**config.mk**
```make
export PLATFORM = sky130hd
export DESIGN_NAME = draw_launch
export DESIGN_NICKNAME = d
export VERILOG_FILES = /design/src/rtl/draw_launch.sv
export SDC_FILE = /design/constraint.sdc
export NUM_CORES = 1
export LEC_CHECK = 0
export ABC_AREA = 0
export BUFFER_PORTS_ARGS = -buffer_cell sky130_fd_sc_hd__buf_2
export CAP_MARGIN = 20
export CORE_MARGIN = 3
export CORE_UTILIZATION = 48
export DETAILED_ROUTE_END_ITERATION = 6
export GPL_TIMING_DRIVEN = 0
export HOLD_SLACK_MARGIN = 0.05
export PLACE_DENSITY = 0.83
export SLEW_MARGIN = 20
export SYNTH_ARGS = -nofsm -noshare
export SYNTH_HDL_FRONTEND = slang
export SYNTH_SLANG_ARGS = --single-unit
```
**constraint.sdc**
```tcl
create_clock -name clk -period 3.8 [get_ports clk]
set_input_delay 0.38 -clock clk [delete_from_list [all_inputs] [get_ports clk]]
set_output_delay 0.38 -clock clk [all_outputs]
set_load 0.02 [all_outputs]
```
**src/rtl/draw_launch.sv**
```systemverilog
// DXYN draw sequencer: takes one request, launches the sprite engine on a free slot,
// and returns the collision flag as VF. Optional watchdog abort: define DRAW_WATCHDOG_EN.
module draw_launch #(
  parameter int unsigned SETTLE     = 3,
  parameter int unsigned WDOG_WIDTH = 16
) (
  input  logic        clk,
  input  logic        rst,
  input  logic        req,
  input  logic [7:0]  vx,
  input  logic [7:0]  vy,
  input  logic [3:0]  n,
  input  logic [15:0] i_reg,
  output logic        ack,
  output logic        done,
  output logic [7:0]  vf,
  output logic        err,
  output logic        draw_en,
  output logic [15:0] draw_i,
  output logic [10:0] draw_start_pix,
  output logic [3:0]  draw_nibbles,
  input  logic        draw_busy,
  input  logic        draw_col
);
  typedef enum logic [2:0] {
    ST_IDLE, ST_WAIT_FREE, ST_LAUNCH, ST_RUN, ST_SETTLE, ST_DONE
  } state_t;

  localparam logic [2:0] SETTLE_LD = 3'(SETTLE - 1);

  if (SETTLE < 1 || SETTLE > 7 || WDOG_WIDTH < 1) begin : g_param_chk
    $error("draw_launch: parameter out of range");
  end

  state_t      state_q, state_d;
  logic [2:0]  cnt_q, cnt_d;
  logic        acc_q, acc_d;
  logic        zero_q, zero_d;
  logic        vf_q, vf_d;
  logic        ack_q, ack_d;
  logic        done_q, done_d;
  logic        en_q, en_d;
  logic [15:0] i_q, i_d;
  logic [10:0] pix_q, pix_d;
  logic [3:0]  nib_q, nib_d;

  // Coordinates wrap to 64x32, so the high bits of vx/vy are dropped on purpose.
  logic unused_hi;
  assign unused_hi = ^{vx[7:6], vy[7:5]};

`ifdef DRAW_WATCHDOG_EN
  logic                  err_q, err_d;
  logic [WDOG_WIDTH-1:0] wd_q, wd_d;

  always_ff @(posedge clk) begin
    if (rst) begin
      err_q <= 1'b0;
      wd_q  <= '0;
    end else begin
      err_q <= err_d;
      wd_q  <= wd_d;
    end
  end

  assign err = err_q;
`else
  assign err = 1'b0;
`endif

  always_comb begin
    state_d = state_q;
    cnt_d   = cnt_q;
    acc_d   = acc_q;
    zero_d  = zero_q;
    vf_d    = vf_q;
    i_d     = i_q;
    pix_d   = pix_q;
    nib_d   = nib_q;
    ack_d   = 1'b0;
`ifdef DRAW_WATCHDOG_EN
    err_d   = err_q;
    wd_d    = '0;
`endif
    unique case (state_q)
      ST_IDLE: begin
        if (req) begin
          ack_d  = 1'b1;
          i_d    = i_reg;
          pix_d  = {vy[4:0], vx[5:0]};
          nib_d  = n;
          acc_d  = 1'b0;
          vf_d   = 1'b0;
          zero_d = (n == 4'd0);
`ifdef DRAW_WATCHDOG_EN
          err_d  = 1'b0;
`endif
          // Zero-height draws never launch; one pass through SETTLE lines done up one cycle after ack.
          if (n == 4'd0) begin
            state_d = ST_SETTLE;
            cnt_d   = 3'd0;
          end else begin
            state_d = ST_WAIT_FREE;
          end
        end
      end
      ST_WAIT_FREE: if (!draw_busy) state_d = ST_LAUNCH;
      ST_LAUNCH:    state_d = ST_RUN;
      ST_RUN: begin
        acc_d = acc_q | draw_col;
        if (!draw_busy) begin
          state_d = ST_SETTLE;
          cnt_d   = SETTLE_LD;
        end
      end
      ST_SETTLE: begin
        if (!zero_q) acc_d = acc_q | draw_col;
        cnt_d = cnt_q - 3'd1;
        if (cnt_q == 3'd0) begin
          state_d = ST_DONE;
          cnt_d   = 3'd0;
        end
      end
      ST_DONE: state_d = ST_IDLE;
      default: state_d = ST_IDLE;
    endcase
`ifdef DRAW_WATCHDOG_EN
    if ((state_q == ST_WAIT_FREE || state_q == ST_RUN) && state_d == state_q) begin
      if (&wd_q) begin
        state_d = ST_DONE;
        err_d   = 1'b1;
      end else begin
        wd_d = wd_q + WDOG_WIDTH'(1);
      end
    end
`endif
    if (state_d == ST_DONE) vf_d = acc_d;
    en_d   = (state_d == ST_LAUNCH);
    done_d = (state_d == ST_DONE);
  end

  always_ff @(posedge clk) begin
    if (rst) begin
      state_q <= ST_IDLE;
      cnt_q   <= 3'd0;
      acc_q   <= 1'b0;
      zero_q  <= 1'b0;
      vf_q    <= 1'b0;
      ack_q   <= 1'b0;
      done_q  <= 1'b0;
      en_q    <= 1'b0;
      i_q     <= 16'd0;
      pix_q   <= 11'd0;
      nib_q   <= 4'd0;
    end else begin
      state_q <= state_d;
      cnt_q   <= cnt_d;
      acc_q   <= acc_d;
      zero_q  <= zero_d;
      vf_q    <= vf_d;
      ack_q   <= ack_d;
      done_q  <= done_d;
      en_q    <= en_d;
      i_q     <= i_d;
      pix_q   <= pix_d;
      nib_q   <= nib_d;
    end
  end

  assign ack            = ack_q;
  assign done           = done_q;
  assign vf             = {7'b0, vf_q};
  assign draw_en        = en_q;
  assign draw_i         = i_q;
  assign draw_start_pix = pix_q;
  assign draw_nibbles   = nib_q;
endmodule

```
==> impl_metrics.env <==
export IMPL_status="finished, final reports clean"
export IMPL_ctsHoldBuffers=0
export IMPL_grt_use_met2_pct=30.2
export IMPL_grt_max_degree=14
export IMPL_cp_slowest_stage_delay_ns=0.65
export IMPL_async_reset_ff_share_pct=0
export IMPL_slew_headroom_pct=48.5
export IMPL_gp_congestion=0.862
export IMPL_multi_input_area_um2=718
export IMPL_cp_max_fo=10
export IMPL_track_usage_pct=19.3
export IMPL_drtIter0Drc=50
export IMPL_grt_overflow_total=0
export IMPL_ys_types=34
export IMPL_syn_avg_cell_area_um2=8.36
export IMPL_cp_common_cell="clkbuf_1"
export IMPL_dieArea_um2=4290
export IMPL_numClockSinks=43
export IMPL_avgRoutedWirePerCell_um=11.5
export IMPL_synth_seq_cells=43
export IMPL_clockBufferDepth=2
export IMPL_r2r_cells=5
export IMPL_final_util_pct=69.5
export IMPL_hold_end="draw_start_pix[2]$_SDFFE_PP0P_"
export IMPL_synth_area_leaders="dfxtp_1 (51%), nand2_1 (15%), a21oi_1 (10%)"
export IMPL_hold_viol_final=0
export IMPL_tightestPinTransition_ns=0.765
export IMPL_hold_start="vx[2]"
export IMPL_post_route_min_period_ns=1.87
export IMPL_grtUsageMet3_pct=6.50
export IMPL_holdWs_ns=0.240
export IMPL_ys_flop_type="dfxtp_1"
export IMPL_stdcell_count=331
export IMPL_reg2reg_to="zero_q$_SDFFE_PP0P_"
export IMPL_hpwlAfterDp_um=2830
export IMPL_rsz0062_at_grt="no"
export IMPL_die_height_um=65.5
export IMPL_clkLatencyLatePin_ns=0.36
export IMPL_drive_gt1_share_pct=33.8
export IMPL_use_met1_pct=24.5
export IMPL_cts_max_level=2
export IMPL_power_density_nw_per_um2=486
export IMPL_p_total_uw=1080
export IMPL_cts_root_buf="clkbuf_4"
export IMPL_hp_class="input pin to flop"
export IMPL_critPathLaunchType="flop"
export IMPL_path_class="flop to flop"
export IMPL_setup_tns_ns=0
export IMPL_synth_edff_count=0
export IMPL_cpMaxStageDelayCell="nor4b_2"
export IMPL_fillers=315
export IMPL_synth_warnings=0
export IMPL_cts_resized=0
export IMPL_cts_buffers=5
export IMPL_vdd_drop_max_uv=254
export IMPL_syn_instance_count=203
export IMPL_nNetsFinal=327
export IMPL_worstHoldPathCells=3
export IMPL_dieWidth_um=65.5
export IMPL_worstPathArrival_ns=2.16
export IMPL_maxCapViolations=0
export IMPL_netlist_area_um2=1700
export IMPL_endpoint_kind="flop"
export IMPL_drc=0
export IMPL_post_place_cells=323
export IMPL_synth_common_cells="nand2_1 (66), dfxtp_1 (43), a21oi_1 (35)"
export IMPL_grt_busiest_layer="met2"
export IMPL_grt_pass1_vias=1498
export IMPL_finalCritPeriodShare_pct=49.3
export IMPL_r2r_start="state_q[1]$_SDFF_PP0_"
export IMPL_drv_slew=0
export IMPL_fin_skew_ns=0.0109
export IMPL_io_pins=84
export IMPL_power_leakage_uw=0.00105
export IMPL_finalSetupViolCount=0
export IMPL_ys_seq_area_share_pct=50.7
export IMPL_antenna_found_initial=0
export IMPL_crit_required_ns=4.09
export IMPL_yosys_area_top_type="dfxtp_1"
export IMPL_cts_tree="built"
export IMPL_postCtsSetupBuffers=0
export IMPL_final_seq_area_um2=861
export IMPL_r2r_setup_slack_ns=1.93
export IMPL_vias_per_cell=4.84
export IMPL_fmax_ghz=0.534
export IMPL_area_delta_synth_final_pct=31.1
export IMPL_initial_core_util_pct=53.0
export IMPL_core_rowCount=20
export IMPL_ant_nets=0
export IMPL_synth_top_area_share_pct=50.7
export IMPL_vias=1602
export IMPL_grt_pass1_wl_um=6500
export IMPL_path_clk_slew_ns=0.13
export IMPL_num_antenna_cells=0
export IMPL_cp_cell_sequence="clkbuf_1 -> nor4b_2 -> clkbuf_1 -> nand2_1 -> a21oi_1"
export IMPL_synth_most_common_cell="nand2_1"
export IMPL_dr_pass1_iters=4
export IMPL_core_um2=3200
export IMPL_portBuffers=69
export IMPL_postRouteWirelength_um=3810
[worst max path at each step]
stage               slack [ns]                 endpoint                  start  cells after the start
floorplan                 2.21    state_q[0]$_SDFF_PP0_  state_q[2]$_SDFF_PP0_                      6
global placement          1.93   draw_i[7]$_SDFFE_PP0P_  state_q[1]$_SDFF_PP0_                      5
detailed placement        1.95      zero_q$_SDFFE_PP0P_  state_q[1]$_SDFF_PP0_                      5
CTS                       1.91      zero_q$_SDFFE_PP0P_  state_q[1]$_SDFF_PP0_                      5
global route              1.66  draw_i[12]$_SDFFE_PP0P_  state_q[1]$_SDFF_PP0_                      5
finish                    1.93      zero_q$_SDFFE_PP0P_  state_q[1]$_SDFF_PP0_                      5
[routing by layer]
layer	part of all wire [%]	up-vias	routed length (um)
met5	0	-	0
met4	1.4	0	54
met3	11	6	418
met2	43	70	1660
met1	44	706	1680
li1	-	820	-
[layout make-up]
class                      instances  area share, %
multi-input combinational        142           32.3
timing repair buffer              69           15.5
buffer                            24           6.35
clock buffer                       6           1.85
clock inverter                     2           2.70
inverter                           1          0.169
sequential                        43           38.7
tap                               44           2.47
[through the flow]
| step | setup WS [ns] | cell area [um2] |
|---|---|---|
| finish | 1.93 | 2230 |
| global route | 1.66 | 2230 |
| global placement | 1.93 | 2120 |
| detailed placement | 1.95 | 2120 |
| floorplan | 2.21 | 1720 |
| CTS | 1.91 | 2230 |
[state kept, by name, indices dropped and copies added (netlist names)]
| signal | count |
|---|---|
| acc_q | 1 |
| ack | 1 |
| cnt_q | 3 |
| done | 1 |
| draw_en | 1 |
| draw_i | 16 |
| draw_nibbles | 4 |
| draw_start_pix | 11 |
| state_q | 3 |
| vf_q | 1 |
| zero_q | 1 |
[power by group]
group	leakage, uW	internal, uW	total, uW	switching [uW]
logic	0.000645	85.0	231	146
registers	0.000352	486	500	14.3
clock network	0.0000525	205	351	146
[cell families after synthesis]
group	after synthesis	synth area share, %
compound gates	44	15.0
simple gates	88	24.5
buf+inv	25	8.55
flops	43	50.7
mux	1	0.590
xor+xnor	1	0.516
other cells	1	0.221
[cell usage in the layout, fill, tap and decap left out, types with 2 or more instances in the layout]
| cell | Yosys | routed |
|---|---|---|
| nand2_1 | 66 | 66 |
| nor4_1 | 2 | 2 |
| buf_2 | 2 | 71 |
| buf_6 | 2 | 2 |
| nor3_1 | 2 | 2 |
| buf_4 | 9 | 9 |
| clkbuf_4 | 0 | 5 |
| clkbuf_1 | 11 | 12 |
| a21oi_1 | 35 | 35 |
| nor2_1 | 5 | 5 |
| dfxtp_1 | 43 | 43 |
| nor3b_1 | 2 | 2 |
| conb_1 | 1 | 8 |
| nor4b_1 | 2 | 2 |
| bufinv_16 | 0 | 2 |
[critical path, delay by kind of cell (launching register included)]
| family | cells | cell delay (ns) |
|---|---|---|
| buffers and inverters | 2 | 0.61 |
| AND/OR/NAND/NOR | 2 | 0.74 |
| flip-flops | 1 | 0.32 |
| AO/OA/AOI/OAI | 1 | 0.13 |
Power figures use the tool's default switching activity.
